### config.mk
export PLATFORM = sky130hd
export DESIGN_NAME = uart_bus_master
export DESIGN_NICKNAME = d
export VERILOG_FILES = /design/src/rtl/uart_bus_master.sv
export SDC_FILE = /design/constraint.sdc
export NUM_CORES = 1
export LEC_CHECK = 0
export CAP_MARGIN = 20
export CORE_MARGIN = 2
export CORE_UTILIZATION = 40
export DETAILED_ROUTE_END_ITERATION = 10
export GPL_TIMING_DRIVEN = 0
export HOLD_SLACK_MARGIN = 0.15
export PLACE_DENSITY = 0.69
export SETUP_SLACK_MARGIN = 0.2
export SLEW_MARGIN = 10
export SYNTH_ARGS = -nofsm -noshare
export SYNTH_HDL_FRONTEND = slang
export SYNTH_SLANG_ARGS = --single-unit
export TNS_END_PERCENT = 100
### constraint.sdc
create_clock -name clk -period 3.64 [get_ports clk]
set_input_delay 0.728 -clock clk [delete_from_list [all_inputs] [get_ports clk]]
set_output_delay 0.728 -clock clk [all_outputs]
set_load 0.01 [all_outputs]
### src/rtl/uart_bus_master.sv
// UART byte-stream to single 32-bit bus transaction bridge.
// Commands: 'W' A3..A0 D3..D0 -> 'K'; 'R' A3..A0 -> D3..D0; bus timeout -> 'E'.
module uart_bus_master #(
    parameter int unsigned IDLE_TMO = 1_000_000,
    parameter int unsigned BUS_TMO  = 1024
) (
    input  logic        clk,
    input  logic        arst_n,
    input  logic        rx_vld,
    input  logic [7:0]  rx_dat,
    output logic        tx_vld,
    input  logic        tx_rdy,
    output logic [7:0]  tx_dat,
    output logic        bus_vld,
    input  logic        bus_rdy,
    output logic [31:0] bus_addr,
    output logic [3:0]  bus_we,
    output logic [31:0] bus_wdat,
    input  logic [31:0] bus_rdat,
    output logic        rx_ovr
);

    localparam int unsigned IT_W = (IDLE_TMO > 1) ? $clog2(IDLE_TMO) : 1;
    localparam int unsigned BT_W = (BUS_TMO > 1) ? $clog2(BUS_TMO) : 1;

    localparam logic [IT_W-1:0] IT_MAX = IT_W'(IDLE_TMO - 1);
    localparam logic [BT_W-1:0] BT_MAX = BT_W'(BUS_TMO - 1);

    localparam logic [7:0] CMD_WR  = 8'h57;
    localparam logic [7:0] CMD_RD  = 8'h52;
    localparam logic [7:0] RSP_OK  = 8'h4B;
    localparam logic [7:0] RSP_ERR = 8'h45;

    typedef enum logic [2:0] {
        S_IDLE,
        S_ADDR,
        S_DATA,
        S_BUS,
        S_RESP
    } state_t;

    state_t          state, state_nxt;
    logic            op_wr, op_wr_nxt;
    logic [1:0]      byte_cnt, byte_cnt_nxt;
    logic [IT_W-1:0] idle_tmr, idle_tmr_nxt;
    logic [BT_W-1:0] bus_tmr, bus_tmr_nxt;
    logic [23:0]     resp_sr, resp_sr_nxt;

    logic            tx_vld_nxt;
    logic [7:0]      tx_dat_nxt;
    logic            bus_vld_nxt;
    logic [31:0]     bus_addr_nxt;
    logic [3:0]      bus_we_nxt;
    logic [31:0]     bus_wdat_nxt;
    logic            rx_ovr_nxt;

    // State and datapath registers; reset clears every output at once.
    always_ff @(posedge clk or negedge arst_n) begin
        if (!arst_n) begin
            state    <= S_IDLE;
            op_wr    <= 1'b0;
            byte_cnt <= 2'd0;
            idle_tmr <= '0;
            bus_tmr  <= '0;
            resp_sr  <= '0;
            tx_vld   <= 1'b0;
            tx_dat   <= 8'h00;
            bus_vld  <= 1'b0;
            bus_addr <= 32'h0;
            bus_we   <= 4'h0;
            bus_wdat <= 32'h0;
            rx_ovr   <= 1'b0;
        end else begin
            state    <= state_nxt;
            op_wr    <= op_wr_nxt;
            byte_cnt <= byte_cnt_nxt;
            idle_tmr <= idle_tmr_nxt;
            bus_tmr  <= bus_tmr_nxt;
            resp_sr  <= resp_sr_nxt;
            tx_vld   <= tx_vld_nxt;
            tx_dat   <= tx_dat_nxt;
            bus_vld  <= bus_vld_nxt;
            bus_addr <= bus_addr_nxt;
            bus_we   <= bus_we_nxt;
            bus_wdat <= bus_wdat_nxt;
            rx_ovr   <= rx_ovr_nxt;
        end
    end

    // Next-state and next-output logic for the command/bus/response sequence.
    always_comb begin
        state_nxt    = state;
        op_wr_nxt    = op_wr;
        byte_cnt_nxt = byte_cnt;
        idle_tmr_nxt = idle_tmr;
        bus_tmr_nxt  = bus_tmr;
        resp_sr_nxt  = resp_sr;
        tx_vld_nxt   = tx_vld;
        tx_dat_nxt   = tx_dat;
        bus_vld_nxt  = bus_vld;
        bus_addr_nxt = bus_addr;
        bus_we_nxt   = bus_we;
        bus_wdat_nxt = bus_wdat;
        rx_ovr_nxt   = 1'b0;

        case (state)
            S_IDLE: begin
                byte_cnt_nxt = 2'd0;
                idle_tmr_nxt = '0;
                if (rx_vld) begin
                    if (rx_dat == CMD_WR) begin
                        op_wr_nxt = 1'b1;
                        state_nxt = S_ADDR;
                    end else if (rx_dat == CMD_RD) begin
                        op_wr_nxt = 1'b0;
                        state_nxt = S_ADDR;
                    end
                end
            end

            S_ADDR, S_DATA: begin
                if (rx_vld) begin
                    idle_tmr_nxt = '0;
                    byte_cnt_nxt = byte_cnt + 2'd1;
                    if (state == S_ADDR) begin
                        bus_addr_nxt = {bus_addr[23:0], rx_dat};
                    end else begin
                        bus_wdat_nxt = {bus_wdat[23:0], rx_dat};
                    end
                    if (byte_cnt == 2'd3) begin
                        if (state == S_ADDR && op_wr) begin
                            state_nxt = S_DATA;
                        end else begin
                            // Bus request goes out the cycle after the last byte.
                            state_nxt   = S_BUS;
                            bus_vld_nxt = 1'b1;
                            bus_we_nxt  = op_wr ? 4'hF : 4'h0;
                            bus_tmr_nxt = '0;
                        end
                    end
                end else if (idle_tmr == IT_MAX) begin
                    state_nxt = S_IDLE;
                end else begin
                    idle_tmr_nxt = idle_tmr + IT_W'(1);
                end
            end

            S_BUS: begin
                rx_ovr_nxt = rx_vld;
                // rdy is checked before the timeout so it wins a tie.
                if (bus_vld && bus_rdy) begin
                    state_nxt   = S_RESP;
                    bus_vld_nxt = 1'b0;
                    bus_we_nxt  = 4'h0;
                    tx_vld_nxt  = 1'b1;
                    if (op_wr) begin
                        tx_dat_nxt   = RSP_OK;
                        byte_cnt_nxt = 2'd0;
                    end else begin
                        tx_dat_nxt   = bus_rdat[31:24];
                        resp_sr_nxt  = bus_rdat[23:0];
                        byte_cnt_nxt = 2'd3;
                    end
                end else if (bus_tmr == BT_MAX) begin
                    state_nxt    = S_RESP;
                    bus_vld_nxt  = 1'b0;
                    bus_we_nxt   = 4'h0;
                    tx_vld_nxt   = 1'b1;
                    tx_dat_nxt   = RSP_ERR;
                    byte_cnt_nxt = 2'd0;
                end else begin
                    bus_tmr_nxt = bus_tmr + BT_W'(1);
                end
            end

            S_RESP: begin
                rx_ovr_nxt = rx_vld;
                if (tx_vld && tx_rdy) begin
                    if (byte_cnt == 2'd0) begin
                        tx_vld_nxt = 1'b0;
                        state_nxt  = S_IDLE;
                    end else begin
                        byte_cnt_nxt = byte_cnt - 2'd1;
                        tx_dat_nxt   = resp_sr[23:16];
                        resp_sr_nxt  = {resp_sr[15:0], 8'h00};
                    end
                end
            end

            default: begin
                state_nxt = S_IDLE;
            end
        endcase
    end

endmodule
==> impl_results.html <==
<table>
<tr><th>Metric</th><th>Value</th></tr>
<tr><th colspan="2">Run status</th></tr>
<tr><td>Result of the run</td><td>finished clean</td></tr>
<tr><th colspan="2">Pwr</th></tr>
<tr><td>Worst vdd rail ir drop</td><td>0.538 mV</td></tr>
<tr><td>Clock power frac</td><td>28.7%</td></tr>
<tr><td>Cell-internal power</td><td>just under 5 mW</td></tr>
<tr><td>Portion of total power attributed to combinational logic</td><td>36.9%</td></tr>
<tr><td>Net switching power of the design</td><td>2.22 mW</td></tr>
<tr><td>Sequential share of power</td><td>roughly 35%</td></tr>
<tr><td>Static power due to leakage</td><td>3.47 nW</td></tr>
<tr><td>Sw Share</td><td>31.2%</td></tr>
<tr><td>Power density relative to cell area</td><td>between 800 and 900 mW/mm^2</td></tr>
<tr><th colspan="2">CTS</th></tr>
<tr><td>CTS Hold Bufs</td><td>0</td></tr>
<tr><td>Number of post-CTS setup repair buffers</td><td>0</td></tr>
<tr><td>Total of cells resized after clock tree synthesis</td><td>0</td></tr>
<tr><td>TritonCTS clock tree</td><td>done</td></tr>
<tr><td>Number of buffers added by the clock tree synthesis step</td><td>17</td></tr>
<tr><td>Clk_lat worst skew</td><td>between 400 and 500 ps</td></tr>
<tr><td># H-tree levels</td><td>4</td></tr>
<tr><td>Number of buffers on the longest clock path</td><td>2</td></tr>
<tr><td>Number of clock sinks</td><td>136</td></tr>
<tr><td>Cell at the root of the clock tree</td><td>sky130_fd_sc_hd__clkbuf_16</td></tr>
<tr><td>Clock transition at the registers of the reported paths</td><td>60 ps</td></tr>
<tr><th colspan="2">Timing</th></tr>
<tr><td>Unrepaired setup endpoints after global routing</td><td>no</td></tr>
<tr><td>Final number of hold-violating endpoints</td><td>0</td></tr>
<tr><td>Transition time of the tightest slew-check pin</td><td>633 ps</td></tr>
<tr><td>Total Negative Setup Slacks</td><td>0 ps</td></tr>
<tr><td>Relative slew slack</td><td>57.8%</td></tr>
<tr><td>Highest Clock Rate</td><td>between 0.4 and 0.5 GHz</td></tr>
<tr><td>Worst Setup Slack, final</td><td>1270 ps</td></tr>
<tr><td>Fin. max-slew vios</td><td>0</td></tr>
<tr><td>Post-route fraction of the period consumed by the critical path</td><td>65.2%</td></tr>
<tr><td>Period minus WS final</td><td>2370 ps</td></tr>
<tr><td>Clock skew</td><td>4.67 ps</td></tr>
<tr><td>Final-report setup violation count</td><td>0</td></tr>
<tr><th colspan="2">Logic synthesis</th></tr>
<tr><td>Post-Synth XOR/XNOR Area</td><td>2.55%</td></tr>
<tr><td>Adder-cell share of the synthesized area</td><td>0.405%</td></tr>
<tr><td>Nets in the synthesized netlist</td><td>~580</td></tr>
<tr><td>Post-synthesis mux area share</td><td>between 10% and 20%</td></tr>
<tr><td>Post-synthesis cell area</td><td>slightly above 0.006 mm^2</td></tr>
<tr><td>Number of enable flip-flop cells after synthesis</td><td>0</td></tr>
<tr><td>Synth cell types</td><td>58</td></tr>
<tr><td>Fraction of registers with async set or reset after synthesis</td><td>100%</td></tr>
<tr><td>Most used flip-flop cell after synthesis</td><td>sky130_fd_sc_hd__dfrtp_1</td></tr>
<tr><td>Gate Count Post-Synth</td><td>529</td></tr>
<tr><td>Share of the yosys chip area belonging to registers</td><td>between 50 and 60%</td></tr>
<tr><td>Combinational family with the most area after synthesis</td><td>multiplexers</td></tr>
<tr><td>Basic-gate share of the synthesized area counting and, or, nand and nor cells</td><td>10.9%</td></tr>
<tr><td>Register bit total from synthesis</td><td>roughly 140</td></tr>
<tr><td>Yosys warning total</td><td>0</td></tr>
<tr><td>Mean cell area of the mapped netlist</td><td>11.7 um^2</td></tr>
<tr><td>Compound-gate portion of the synthesized area</td><td>12.6%</td></tr>
<tr><th colspan="2">Worst setup path</th></tr>
<tr><td>Worst path bufs/invs</td><td>2</td></tr>
<tr><td>Reg2reg end</td><td>state[0]</td></tr>
<tr><td>Origin of the critical flop-to-flop path</td><td>bus_tmr[0]</td></tr>
<tr><td>Cell with the largest stage delay on the worst path</td><td>sky130_fd_sc_hd__o21ai_0</td></tr>
<tr><td>Slowest Stage Delay on Critical Path</td><td>470 ps</td></tr>
<tr><td>Maximum fanout encountered on the critical timing path</td><td>10</td></tr>
<tr><td>Number of cell instances on the worst register-to-register path</td><td>8</td></tr>
<tr><td>Most numerous cell on the critical path</td><td>sky130_fd_sc_hd__o21ai_0</td></tr>
<tr><td>Type of the worst setup path</td><td>primary input to register</td></tr>
<tr><td>Critical path data required time</td><td>3920 ps</td></tr>
<tr><td>Crit path DAT</td><td>2660 ps</td></tr>
<tr><td>CP Capture Type</td><td>register</td></tr>
<tr><td>Register-to-register setup slack</td><td>between 1000 and 1500 ps</td></tr>
<tr><td>Cell family contributing the most delay on the critical path</td><td>compound AO/OA/AOI/OAI gates</td></tr>
<tr><td>Worst setup SP type</td><td>primary input</td></tr>
<tr><td>Chain of cells forming the critical path</td><td>clkdlybuf4s50_1, nand2_1, inv_1, o21ai_0, nand2_1, o21ai_0, o21ai_0</td></tr>
<tr><th colspan="2">Floorplan</th></tr>
<tr><td>Die Span X</td><td>128 um</td></tr>
<tr><td>Core area</td><td>0.0151 mm^2</td></tr>
<tr><td>Die height</td><td>128 um</td></tr>
<tr><td>I/O pin count</td><td>124</td></tr>
<tr><td>Cell row count</td><td>45</td></tr>
<tr><td>Initial Util</td><td>between 40 and 50%</td></tr>
<tr><td>Floorplan die area</td><td>around 0.016 mm^2</td></tr>
<tr><th colspan="2">Global routing</th></tr>
<tr><td>Remaining global-route overflow</td><td>0</td></tr>
<tr><td>Number of global-route vias before repair</td><td>~5.0k</td></tr>
<tr><td>Number of antenna violations at the first check in global routing</td><td>0</td></tr>
<tr><td>First-pass GRT wire length</td><td>roughly 25 mm</td></tr>
<tr><td>Maximum number of pins on one net before global-route repair</td><td>between 70 and 80</td></tr>
<tr><td>Overall fraction of global-route tracks in use</td><td>19.3%</td></tr>
<tr><th colspan="2">Finish</th></tr>
<tr><td>Number of fillers in the final layout</td><td>~1.3k</td></tr>
<tr><td>Area occupied by multi-input gates</td><td>0.00255 mm^2</td></tr>
<tr><td>Net count reported at finish</td><td>around 720</td></tr>
<tr><td>Sequential standard cell area</td><td>0.00340 mm^2</td></tr>
<tr><td>Layout-stage area growth over the synthesis result</td><td>35.5%</td></tr>
<tr><td>Commonest non-fill, non-tap cell in the layout</td><td>sky130_fd_sc_hd__dfrtp_1</td></tr>
<tr><td>Diode count</td><td>0</td></tr>
<tr><td>Fraction of final layout cells with drive strength greater than 1</td><td>20.5%</td></tr>
<tr><td>Commonest non-fill, non-tap cells in the layout</td><td>136 x sky130_fd_sc_hd__dfrtp_1, 121 x sky130_fd_sc_hd__clkdlybuf4s50_1, 66 x sky130_fd_sc_hd__mux2_2, 44 x sky130_fd_sc_hd__nand2_1, 41 x sky130_fd_sc_hd__nor2_1</td></tr>
<tr><th colspan="2">Routing</th></tr>
<tr><td>Avg WL per Cell</td><td>17.0 um</td></tr>
<tr><td>1st-pass router iterations</td><td>4</td></tr>
<tr><td>DRC violation total after the first TritonRoute iteration</td><td>355</td></tr>
<tr><td>Number of DRC violations after detailed routing</td><td>0</td></tr>
<tr><td>Wirelength, routed</td><td>between 10 and 15 mm</td></tr>
<tr><td>Total via count in the routed design</td><td>around 4.6k</td></tr>
<tr><td>Post-DRT Antenna Nets</td><td>0</td></tr>
<tr><td>Number of vias per cell</td><td>5.32</td></tr>
<tr><th colspan="2">Flow run</th></tr>
<tr><td>Max-cap violations</td><td>0</td></tr>
<tr><th colspan="2">Placed design</th></tr>
<tr><td>Routability cong.</td><td>~0.87</td></tr>
<tr><td>Placed wire-length estimate after detailed placement</td><td>about 10 mm</td></tr>
<tr><td>Quantity of I/O buffers inserted on ports</td><td>122</td></tr>
<tr><td>Pre-CTS setup slack</td><td>899 ps</td></tr>
<tr><th colspan="2">Min path</th></tr>
<tr><td>Hold Crit Class</td><td>primary input to async pin</td></tr>
</table>
power by group through the flow:
stage                     clock [mW]  combinational, mW  sequential [mW]
after floorplan                    0               1.22             2.58
after global placement             0               2.59             2.44
after detailed placement           0               2.64             2.47
after CTS                       2.08               2.66             2.46
after global routing            2.15               2.87             2.54
final                           2.05               2.63             2.46
routing by layer:
metal | vias up | track usage [%] | part of all wire, %
met5 | - | 0 | 0
met4 | 0 | 4.78 | 0.73
met3 | 11 | 7.43 | 7.4
met2 | 125 | 31.4 | 48
met1 | 2310 | 24.2 | 44
li1 | 2195 | - | -
worst max-delay path by stage:
stage / cells after the start / startpoint / to
global route: 7 / bus_rdy / bus_tmr[7]
finish: 7 / bus_rdy / bus_tmr[7]
CTS: 7 / bus_rdy / bus_tmr[7]
floorplan: 8 / rx_vld / idle_tmr[17]
detailed placement: 7 / bus_rdy / bus_tmr[7]
global placement: 1 / arst_n / idle_tmr[10]
Yosys cell counts, types with 8 or more instances:
cell type | count | area share, %
sky130_fd_sc_hd__clkbuf_1 | 11 | 0.67
sky130_fd_sc_hd__mux2_2 | 66 | 12
sky130_fd_sc_hd__nand3_1 | 12 | 0.97
sky130_fd_sc_hd__xnor2_1 | 18 | 2.6
sky130_fd_sc_hd__nand4_1 | 8 | 0.81
sky130_fd_sc_hd__dfrtp_1 | 136 | 55
sky130_fd_sc_hd__a22o_1 | 11 | 1.6
sky130_fd_sc_hd__mux2i_1 | 17 | 2.8
sky130_fd_sc_hd__o21ai_0 | 39 | 3.2
sky130_fd_sc_hd__a21oi_1 | 15 | 1.2
sky130_fd_sc_hd__buf_2 | 14 | 1.1
sky130_fd_sc_hd__nand2_1 | 44 | 2.7
sky130_fd_sc_hd__nor2_1 | 41 | 2.5
flip-flops by register name, summed over array words and instances (netlist names):
signal    flops
tx_dat        8
bus_tmr      10
idle_tmr     20
bus_wdat     32
state         3
op_wr         1
rx_ovr        1
bus_we        1
byte_cnt      2
resp_sr      24
bus_addr     32
bus_vld       1
tx_vld        1
kinds of logic (layout without fill, tap and decap cells):
kind of cell,Yosys count,count (layout)
mux,83,83
flops,136,136
buf+inv,41,196
simple gates,139,139
compound gates,110,110
fa+ha+maj,2,2
xor+xnor,18,18
layout make-up:
class | instances | area share [%]
buffer | 34 | 2.36
clock buffer | 18 | 5.24
clock inverter | 14 | 3.21
inverter | 7 | 0.314
multi-input combinational | 352 | 30.5
sequential | 136 | 40.6
tap | 188 | 2.81
timing repair buffer | 123 | 14.9
through the flow:
step | power (mW) | utilization (%) | std cells | area (um^2) | hold WS [ps]
4_1_cts | 7.20 | 55.3 | 872 | 8380 | 328
2_1_floorplan | 3.80 | - | 529 | 6180 | 432
6_report | 7.13 | 55.3 | 872 | 8380 | 296
5_1_grt | 7.56 | 55.3 | 872 | 8380 | 351
3_3_place_gp | 5.03 | 50.4 | 839 | 7640 | 461
3_5_place_dp | 5.11 | 50.6 | 840 | 7670 | 471
(Power assumes the default switching activity.)
